$ cat src/rtl/pwm_peripheral.sv
// rtl/pwm_peripheral.sv - 16-channel PWM with shared duty cycle and per-channel enable/mode.
// Optional macro PWM_DUTY_SHADOW_EN latches the duty cycle only at period wrap.
module pwm_peripheral #(
  parameter int unsigned CLK_DIV = 13
) (
  input  logic        clk,
  input  logic        rst_n,
  input  logic [7:0]  en_reg_out_7_0,
  input  logic [7:0]  en_reg_out_15_8,
  input  logic [7:0]  en_reg_pwm_7_0,
  input  logic [7:0]  en_reg_pwm_15_8,
  input  logic [7:0]  pwm_duty_cycle,
  output logic [15:0] out,
  output logic        period_start
);

  localparam int unsigned PW = (CLK_DIV > 1) ? $clog2(CLK_DIV) : 1;
  localparam logic [PW-1:0] PRE_MAX = PW'(CLK_DIV - 1);

  logic [PW-1:0] prescaler;
  logic [7:0]    pwm_cnt;
  logic          wrap_seen;
  logic          tick;
  logic          wrap;
  logic [7:0]    duty;
  logic          pwm_sig;
  logic [15:0]   en_out;
  logic [15:0]   en_pwm;

  assign tick   = (prescaler == PRE_MAX);
  assign wrap   = tick && (pwm_cnt == 8'hFF);
  assign en_out = {en_reg_out_15_8, en_reg_out_7_0};
  assign en_pwm = {en_reg_pwm_15_8, en_reg_pwm_7_0};

  always_ff @(posedge clk or negedge rst_n) begin
    if (!rst_n) begin
      prescaler <= '0;
      pwm_cnt   <= 8'h00;
    end else begin
      prescaler <= tick ? '0 : prescaler + 1'b1;
      if (tick) pwm_cnt <= pwm_cnt + 8'h01;
    end
  end

`ifdef PWM_DUTY_SHADOW_EN
  logic [7:0] shadow_duty;

  always_ff @(posedge clk or negedge rst_n) begin
    if (!rst_n) shadow_duty <= 8'h00;
    else if (wrap) shadow_duty <= pwm_duty_cycle;
  end

  assign duty = shadow_duty;
`else
  assign duty = pwm_duty_cycle;
`endif

  // Full scale is forced high so duty 0xFF never drops low on the last step.
  assign pwm_sig = (duty == 8'hFF) || (pwm_cnt < duty);

  // wrap_seen delays the wrap by one clk so period_start lines up with out showing count 0.
  always_ff @(posedge clk or negedge rst_n) begin
    if (!rst_n) begin
      out          <= 16'h0000;
      period_start <= 1'b0;
      wrap_seen    <= 1'b0;
    end else begin
      out          <= en_out & (~en_pwm | {16{pwm_sig}});
      period_start <= wrap_seen;
      wrap_seen    <= wrap;
    end
  end

endmodule

$ cat config.mk
export PLATFORM = sky130hd
export DESIGN_NAME = pwm_peripheral
export DESIGN_NICKNAME = d
export VERILOG_FILES = /design/src/rtl/pwm_peripheral.sv
export SDC_FILE = /design/constraint.sdc
export NUM_CORES = 1
export LEC_CHECK = 0
export ABC_AREA = 0
export CORE_UTILIZATION = 45
export CTS_CLUSTER_DIAMETER = 100
export DETAILED_ROUTE_END_ITERATION = 10
export GPL_TIMING_DRIVEN = 1
export PLACE_DENSITY = 0.86
export REMOVE_ABC_BUFFERS = 1
export SLEW_MARGIN = 0
export SYNTH_ARGS = -nofsm -noshare
export SYNTH_HDL_FRONTEND = slang
export SYNTH_SLANG_ARGS = --single-unit
$ cat constraint.sdc
create_clock -name clk -period 3.2 [get_ports clk]
set_input_delay 0.96 -clock clk [delete_from_list [all_inputs] [get_ports clk]]
set_output_delay 0.96 -clock clk [all_outputs]
set_load 0.1 [all_outputs]
# Word level (Yosys, flattened, before mapping)
# Index checks and enable logic that the tools add are counted.
# totals
inputBits	42
elab_cells	17
ff_bits	30
out_inout_bits	17
# classes
n_bitwise	3
order_cmp	1
n_eq_ne	3
add_sub_neg	2
n_reduce_logical	2
n_mux	1
# ops
operator	n
$and 16x16->16	1
$eq 8x8->1 const B	2
$not 16->16	1
$or 16x16->16	1
$add 8x1->8 const B	1
$lt 8x8->1	1
$add 4x1->4 const B	1
$eq 4x4->1 const B	1
$mux 4	1
$logic_and 1x1->1	1
$logic_or 1x1->1	1

# Logic depth before layout (Yosys ltp)
# Gate-level depths: netlist (run 1).
# logic_depth
word_depth	4
depth_mapped	7
ltp_nobuf	6

# Worst setup path before layout (run 1)
# OpenSTA, ideal clock, no wires.
# synth_timing
path_kind	input-to-reg
from	in pwm_duty_cycle[7]
to	reg out[10]
n_path_buf	1
stages	7
setup_ns	0.122
arrival_ns	2.196
slack_ns	0.882
required_time_ns	3.078
cell_sequence	inv_1 ha_1 and4_2 o21ai_2 o32ai_2 buf_6 a21boi_2
# synth_via
elab_chain_cells	4
word_cells_on_any_way	5
cone_classes	order compare: 1; eq/ne: 1; bitwise: 2; reduce/logical: 1
# synth_lines
item	line	source
start, declared	12	input logic [7:0] pwm_duty_cycle,
$lt 8x8->1 or $eq 8x8->1 (tied branches)	59	assign pwm_sig = (duty == 8'hFF) || (pwm_cnt < duty);
$logic_or 1x1->1 *	59	
$or 16x16->16 *	68	out <= en_out & (~en_pwm | {16{pwm_sig}});
$and 16x16->16 *	68	
end signal, assigned	68	
end, declared	13	output logic [15:0] out,
# Every way passes the cells marked *; elsewhere a longest branch is shown, timed or not.
# A chain may end at the register's enable or synchronous reset.

# Worst setup path after layout (run 1)
# layout_timing
from	in pwm_duty_cycle[7]
to	reg out[2]
# Same word-level chain as after synthesis.

==> metrics.txt, run 1 <==
maximum root-to-sink buffer count 2; crit start category input pin; Routed Antenna Nets 0; first-pass GRT wire length 4460 um; Starting Density 0.490; IO Count 59; cell taking the most area after synthesis dfrtp_1; FFs w/ async S/R, synth 1.00; Pwr Density 382 mW/mm^2; YS warnings 0; largest net degree at the start of global routing 31; Worst Hold Class flop to flop; Crit path required time 3.39 ns; EDFF count, synth 0; synth cell count leaders 30 x dfrtp_1, 11 x inv_1, 10 x a21boi_2, 10 x ha_1; hold worst-path end period_start; gr usage total 0.184; Multi-input gate area 578 um^2; status finished with violations; Final min period 2.56 ns; worst r2r path cells 6; Final setup viols 0; Post-DP Area 0.00196 mm^2; max-cap violations 0; r2r setup slk 1.37 ns; WL/cell 13.5 um; crit-path max FO 16; hold buffers post-CTS 0; Overflow after GRT 0; # DRC 2; vias 1064; top_reg_cell synth dfrtp_1; GP Congestion 0.822; Die Area 0.00331 mm^2; RSZ-0062 raised after global routing no; FF+latch area 751 um^2; 1st-iter DRT viols 19; Slew Viols, Final 0; initial antenna violation count 0; layout cell share with drive strength beyond 1 0.237; CTS tree yes; slowest CP cell clkdlybuf4s50_1; CP Launch Point pwm_duty_cycle[7]; htree depth 2; minimum hold slack 0.358 ns; Layout area overhead 44.8%; Clock Latency Late Sink 0.31 ns; Vert. Die Dim 57.5 um; Clock Root Buffer clkbuf_4; hold path start wrap_seen; number of global-route vias before repair 1080; Crit. End Element flop; CP arrival 2.74 ns; VDD IR-drop max 0.000291 V; Inserted Clock Buffers 5; Tcrit/Tclk final 0.799; # diodes 0; Finished Cell Area 0.00201 mm^2; Worst-Margin Slew 0.370 ns; top post-synthesis cells by area dfrtp_1 54%, ha_1 9.0%, a21boi_2 8.1%; FMAX 0.391 GHz; Syn Std Cell Area 0.00139 mm^2; TNS Setup 0 ns; sequential area share after synthesis 0.542; post-CTS setup buffer count 0; Gate Count Post-Synth 108; WL final 2760 um; core area 0.00283 mm^2; dpl hpwl 2240 um; most numerous cell in the Yosys netlist dfrtp_1; Worst Skew 0.00233 ns; # fillers 204; final hold vios 0; CP cell instances clkdlybuf4s50_1 > inv_1 > ha_1 > and4_2 > o21ai_2 > o32ai_2 > buf_4 > a21boi_0; die extent in x 57.5 um; fin nets 225; drt first pass iters 9; failing checks DRC; R2R Path Start pwm_cnt[4]; Leak 0.000915 uW; Avg Cell Area, Syn 12.8 um^2; Clk pin slew, worst setup/hold paths 0.08 ns; post-synth top area share 0.542; # clock sinks 30; reg2reg end out[2]; vias per inst 5.22; Synth cell types 27; number of port buffers 58; slew margin rel. 0.753; site row count 19; cts repair resizes 0; WHS Path Cells 0; Crit Path Category input pin to flop; Critical Path Max Stage Delay 0.48 ns; Seq cells post-synth 30
==> per-layer routing <==
layer | GRT usage | up-vias | part of all wire
li1 | - | 507 | -
met1 | 0.175 | 497 | 0.35
met2 | 0.316 | 54 | 0.50
met3 | 0.113 | 6 | 0.13
met4 | 0.0801 | 0 | 0.018
met5 | 0 | - | 0
==> state kept, by name (all words and copies together), names as in the netlist <==
signal,flops
out,16
pwm_cnt,8
prescaler,4
period_start,1
wrap_seen,1
==> critical path, delay by kind of cell <==
kind,cells,cell delay (ns)
AND/OR/NAND/NOR,1,0.23
buffers and inverters,3,0.81
AO/OA/AOI/OAI,3,0.43
adder cells (fa/ha/maj),1,0.30
==> cells in the final DEF (no fill, tap or decap) <==
cell type and count:
a21boi_0 6, a41o_2 1, a21boi_2 10, buf_4 19, a21o_1 1, nand4_1 5
o21ai_0 1, ha_1 10, dfrtp_1 30, inv_1 11, o41ai_1 1, nand2b_4 1
nand3_1 1, and4_2 1, clkbuf_1 2, nor3_1 1, o21a_1 1, o21ai_2 1
and3_1 2, clkbuf_4 5, o32ai_2 1, a2111oi_4 1, a21oi_1 2, clkdlybuf4s50_1 41
nand2_1 3, xor2_1 2, xnor2_1 6, nor2_1 6, mux2_2 1
==> metrics by stage <==
stage,utilization,setup WS [ns],cells,total power (uW)
global route,0.709,0.567,204,804
detailed placement,0.693,0.298,197,582
CTS,0.709,0.641,204,781
global placement,0.693,0.380,197,578
finish,0.709,0.642,204,767
floorplan,-,0.406,106,498
==> where the power goes <==
part	total, uW	switching, uW	leakage, uW	internal, uW
sequential	392	2.98	0.000362	389
clock	194	111	0.0000254	82.7
combinational	181	111	0.000528	70.6
total	767	225	0.000915	542
==> area by class of cell <==
type | count | area share
Tap cell | 31 | 0.0193
Timing Repair Buffer | 60 | 0.276
Clock buffer | 7 | 0.0224
Multi-Input combinational cell | 65 | 0.288
Inverter | 11 | 0.0206
Sequential cell | 30 | 0.374
==> worst max path at each step <==
| stage | depth (start not counted) | endpoint |
|---|---|---|
| final | 8 | out[2] |
| after global routing | 8 | out[4] |
| after CTS | 8 | out[2] |
| after detailed placement | 8 | out[2] |
| after global placement | 8 | out[2] |
| after floorplan | 6 | out[0] |
==> cell families (layout without fill, tap and decap cells) <==
kind of cell / count (synthesis) / count (layout) / share of synthesized area
AOI/OAI and AO/OA: 26 / 26 / 0.188
xor gates and xnor gates: 8 / 8 / 0.0505
adders and majority gates: 10 / 10 / 0.0903
buffers and inverters: 13 / 78 / 0.0415
DFF: 30 / 30 / 0.542
muxes: 1 / 1 / 0.00812
and+or+nand+nor: 20 / 20 / 0.0803
(Power assumes the default switching activity.)
==> run 2, diff against run 1 <==
--- a/config.mk
+++ b/config.mk
@@ -6,11 +6,11 @@
 export NUM_CORES = 1
 export LEC_CHECK = 0
 export ABC_AREA = 0
-export CORE_UTILIZATION = 45
+export CORE_UTILIZATION = 38
 export CTS_CLUSTER_DIAMETER = 100
 export DETAILED_ROUTE_END_ITERATION = 10
 export GPL_TIMING_DRIVEN = 1
-export PLACE_DENSITY = 0.86
+export PLACE_DENSITY = 0.78
 export REMOVE_ABC_BUFFERS = 1
 export SLEW_MARGIN = 0
 export SYNTH_ARGS = -nofsm -noshare
==> constraint.sdc (replaced) <==
create_clock -name clk -period 2.15 [get_ports clk]
set_input_delay 0.645 -clock clk [delete_from_list [all_inputs] [get_ports clk]]
set_output_delay 0.645 -clock clk [all_outputs]
set_load 0.1 [all_outputs]
==> metrics.txt, run 2 (synthesis gave the netlist of run 1 again) <==
CTS tree yes; CP Launch Point pwm_duty_cycle[4]; Pwr Density 596 mW/mm^2 (+56%); fin nets 229 (+1.8%); CP cell instances clkdlybuf4s50_1 > inv_1 > ha_1 > and4_2 > o21ai_2 > o32ai_4 > buf_6 > buf_16 > a21boi_2; slowest CP cell clkdlybuf4s50_1; # clock sinks 30 (unchanged); Biggest register out; die extent in x 62.4 um (+8.5%); hold path start wrap_seen; number of global-route vias before repair 1150 (+6.5%); Final setup viols 0 (unchanged); htree depth 2 (unchanged); IO Count 59 (unchanged); max reg flops 16 (unchanged); hold buffers post-CTS 0 (unchanged); Layout area overhead 59.7%; dpl hpwl 2360 um (+5.2%); Inserted Clock Buffers 5 (unchanged); most common cell after layout, fill and taps aside clkdlybuf4s50_1; Leak 0.000988 uW (+7.9%); minimum hold slack 0.364 ns (+0.00583 ns); CP arrival 2.32 ns (-0.42 ns); # diodes 0 (unchanged); status completed; Worst Skew 0.0171 ns (+0.0147 ns); gr usage total 0.176 (-0.00784); Die Area 0.00389 mm^2 (+18%); Crit path required time 2.35 ns (-1.04 ns); first-pass GRT wire length 5170 um (+16%); RSZ-0062 raised after global routing no; Final min period 2.11 ns; 1st-iter DRT viols 8 (-11); R2R Path Start pwm_cnt[5]; Clock Root Buffer clkbuf_4; WL/cell 13.9 um (+2.4%); core area 0.00342 mm^2 (+21%); Largest regs out x16, pwm_cnt x8, prescaler x4; vias 1044 (-1.9%); most frequent cells in the layout 37 x clkdlybuf4s50_1, 30 x dfrtp_1, 19 x buf_4; Slew Viols, Final 0 (unchanged); GP Congestion 0.787 (-4.3%); slew margin rel. 0.755 (+0.00169); # fillers 272 (+33%); vias per inst 4.68 (-10%); Critical Path Max Stage Delay 0.48 ns (about the same); # DRC 0 (-2); final hold vios 0 (unchanged); Overflow after GRT 0 (unchanged); max-cap violations 0 (unchanged); Worst-Margin Slew 0.368 ns (-0.00253 ns); Crit Path Category input pin to flop; WL final 3090 um (+12%); number of port buffers 58 (unchanged); Total Power 1320 uW (+72%); Clock Latency Late Sink 0.32 ns (about the same); largest net degree at the start of global routing 31 (unchanged); Routed Antenna Nets 0 (unchanged); crit start category input pin; Starting Density 0.406 (-0.0842); drt first pass iters 2 (-7); Worst Hold Class flop to flop; maximum root-to-sink buffer count 2 (unchanged); post-layout util 0.648 (-0.0611); Tcrit/Tclk final 0.983; Clk pin slew, worst setup/hold paths 0.09 ns (about the same); Vert. Die Dim 62.4 um (+8.5%); site row count 21 (+2); layout cell share with drive strength beyond 1 0.328 (+0.0907); initial antenna violation count 0 (unchanged); crit-path max FO 8 (-8); FMAX 0.473 GHz; Crit. End Element flop; VDD IR-drop max 0.000330 V (+14%)
-- run 2: cell types whose count changed in the layout (fill, tap and decap cells not counted), moves of 4 or more --
cell,before,now
inv_2,0,4
a21boi_1,0,4
a21boi_0,6,0
ha_1,10,6
ha_4,0,4
clkdlybuf4s50_1,41,37
inv_1,11,7
-- run 2: repair_timing --
item,CTS,global route
buffers inserted,2,0
gates cloned,1,0
pin swaps,3,3
setup endpoints to repair,16,16
gates resized for setup,19,7
-- run 2: final cells by class --
| class | count | area [um^2] | area share |
|---|---|---|---|
| clock buffer | 6 | 51.3 | 0.0232 |
| multi-input combinational | 65 | 658 | 0.297 |
| sequential | 30 | 751 | 0.339 |
| clock inverter | 1 | 30.0 | 0.0136 |
| timing repair buffer | 64 | 626 | 0.282 |
| tap | 46 | 57.6 | 0.0260 |
| inverter | 11 | 41.3 | 0.0186 |
-- run 2: stage by stage --
step / worst slack, ns / instances / setup TNS [ns] / instance area (um^2)
4_1_cts: 0.00222 / 223 / 0 / 2190
3_3_place_gp: -0.324 / 213 / -4.82 / 2000
2_1_floorplan: -0.329 / 106 / -4.13 / 1370
6_report: 0.0361 / 223 / 0 / 2210
3_5_place_dp: -0.430 / 213 / -6.03 / 2000
5_1_grt: 0.00733 / 223 / 0 / 2210
-- run 2: power breakdown --
part	switching [uW]	internal (uW)	leakage, uW
combinational	169	111	0.000581
clock	183	271	0.0000443
sequential	4.79	579	0.000362
-- run 2: routing by layer --
layer  GRT usage  vias up  routed length [um]
li1            -      509                   -
met1       0.195      487                1240
met2       0.307       46                1580
met3      0.0730        2                 256
met4      0.0523        0                  17
met5           0        -                   0
-- run 2: critical path, delay by kind of cell --
kind | cells | cell delay [ns]
AOI/OAI and AO/OA | 3 | 0.37
adders and majority gates | 1 | 0.27
buffers and inverters | 4 | 0.81
and+or+nand+nor | 1 | 0.22
-- run 2: final timing paths --
| check | to | slack (ns) | cells after the start |
|---|---|---|---|
| min in group asynchronous | out[7] | 0.69 | 2 |
| hold reg to reg | period_start | 0.36 | 0 |
| setup / recovery | out[14] | 0.04 | 9 |
| setup reg to reg | out[14] | 0.40 | 7 |
| max in group asynchronous | pwm_cnt[1] | 1.17 | 2 |
| hold / removal | period_start | 0.36 | 0 |
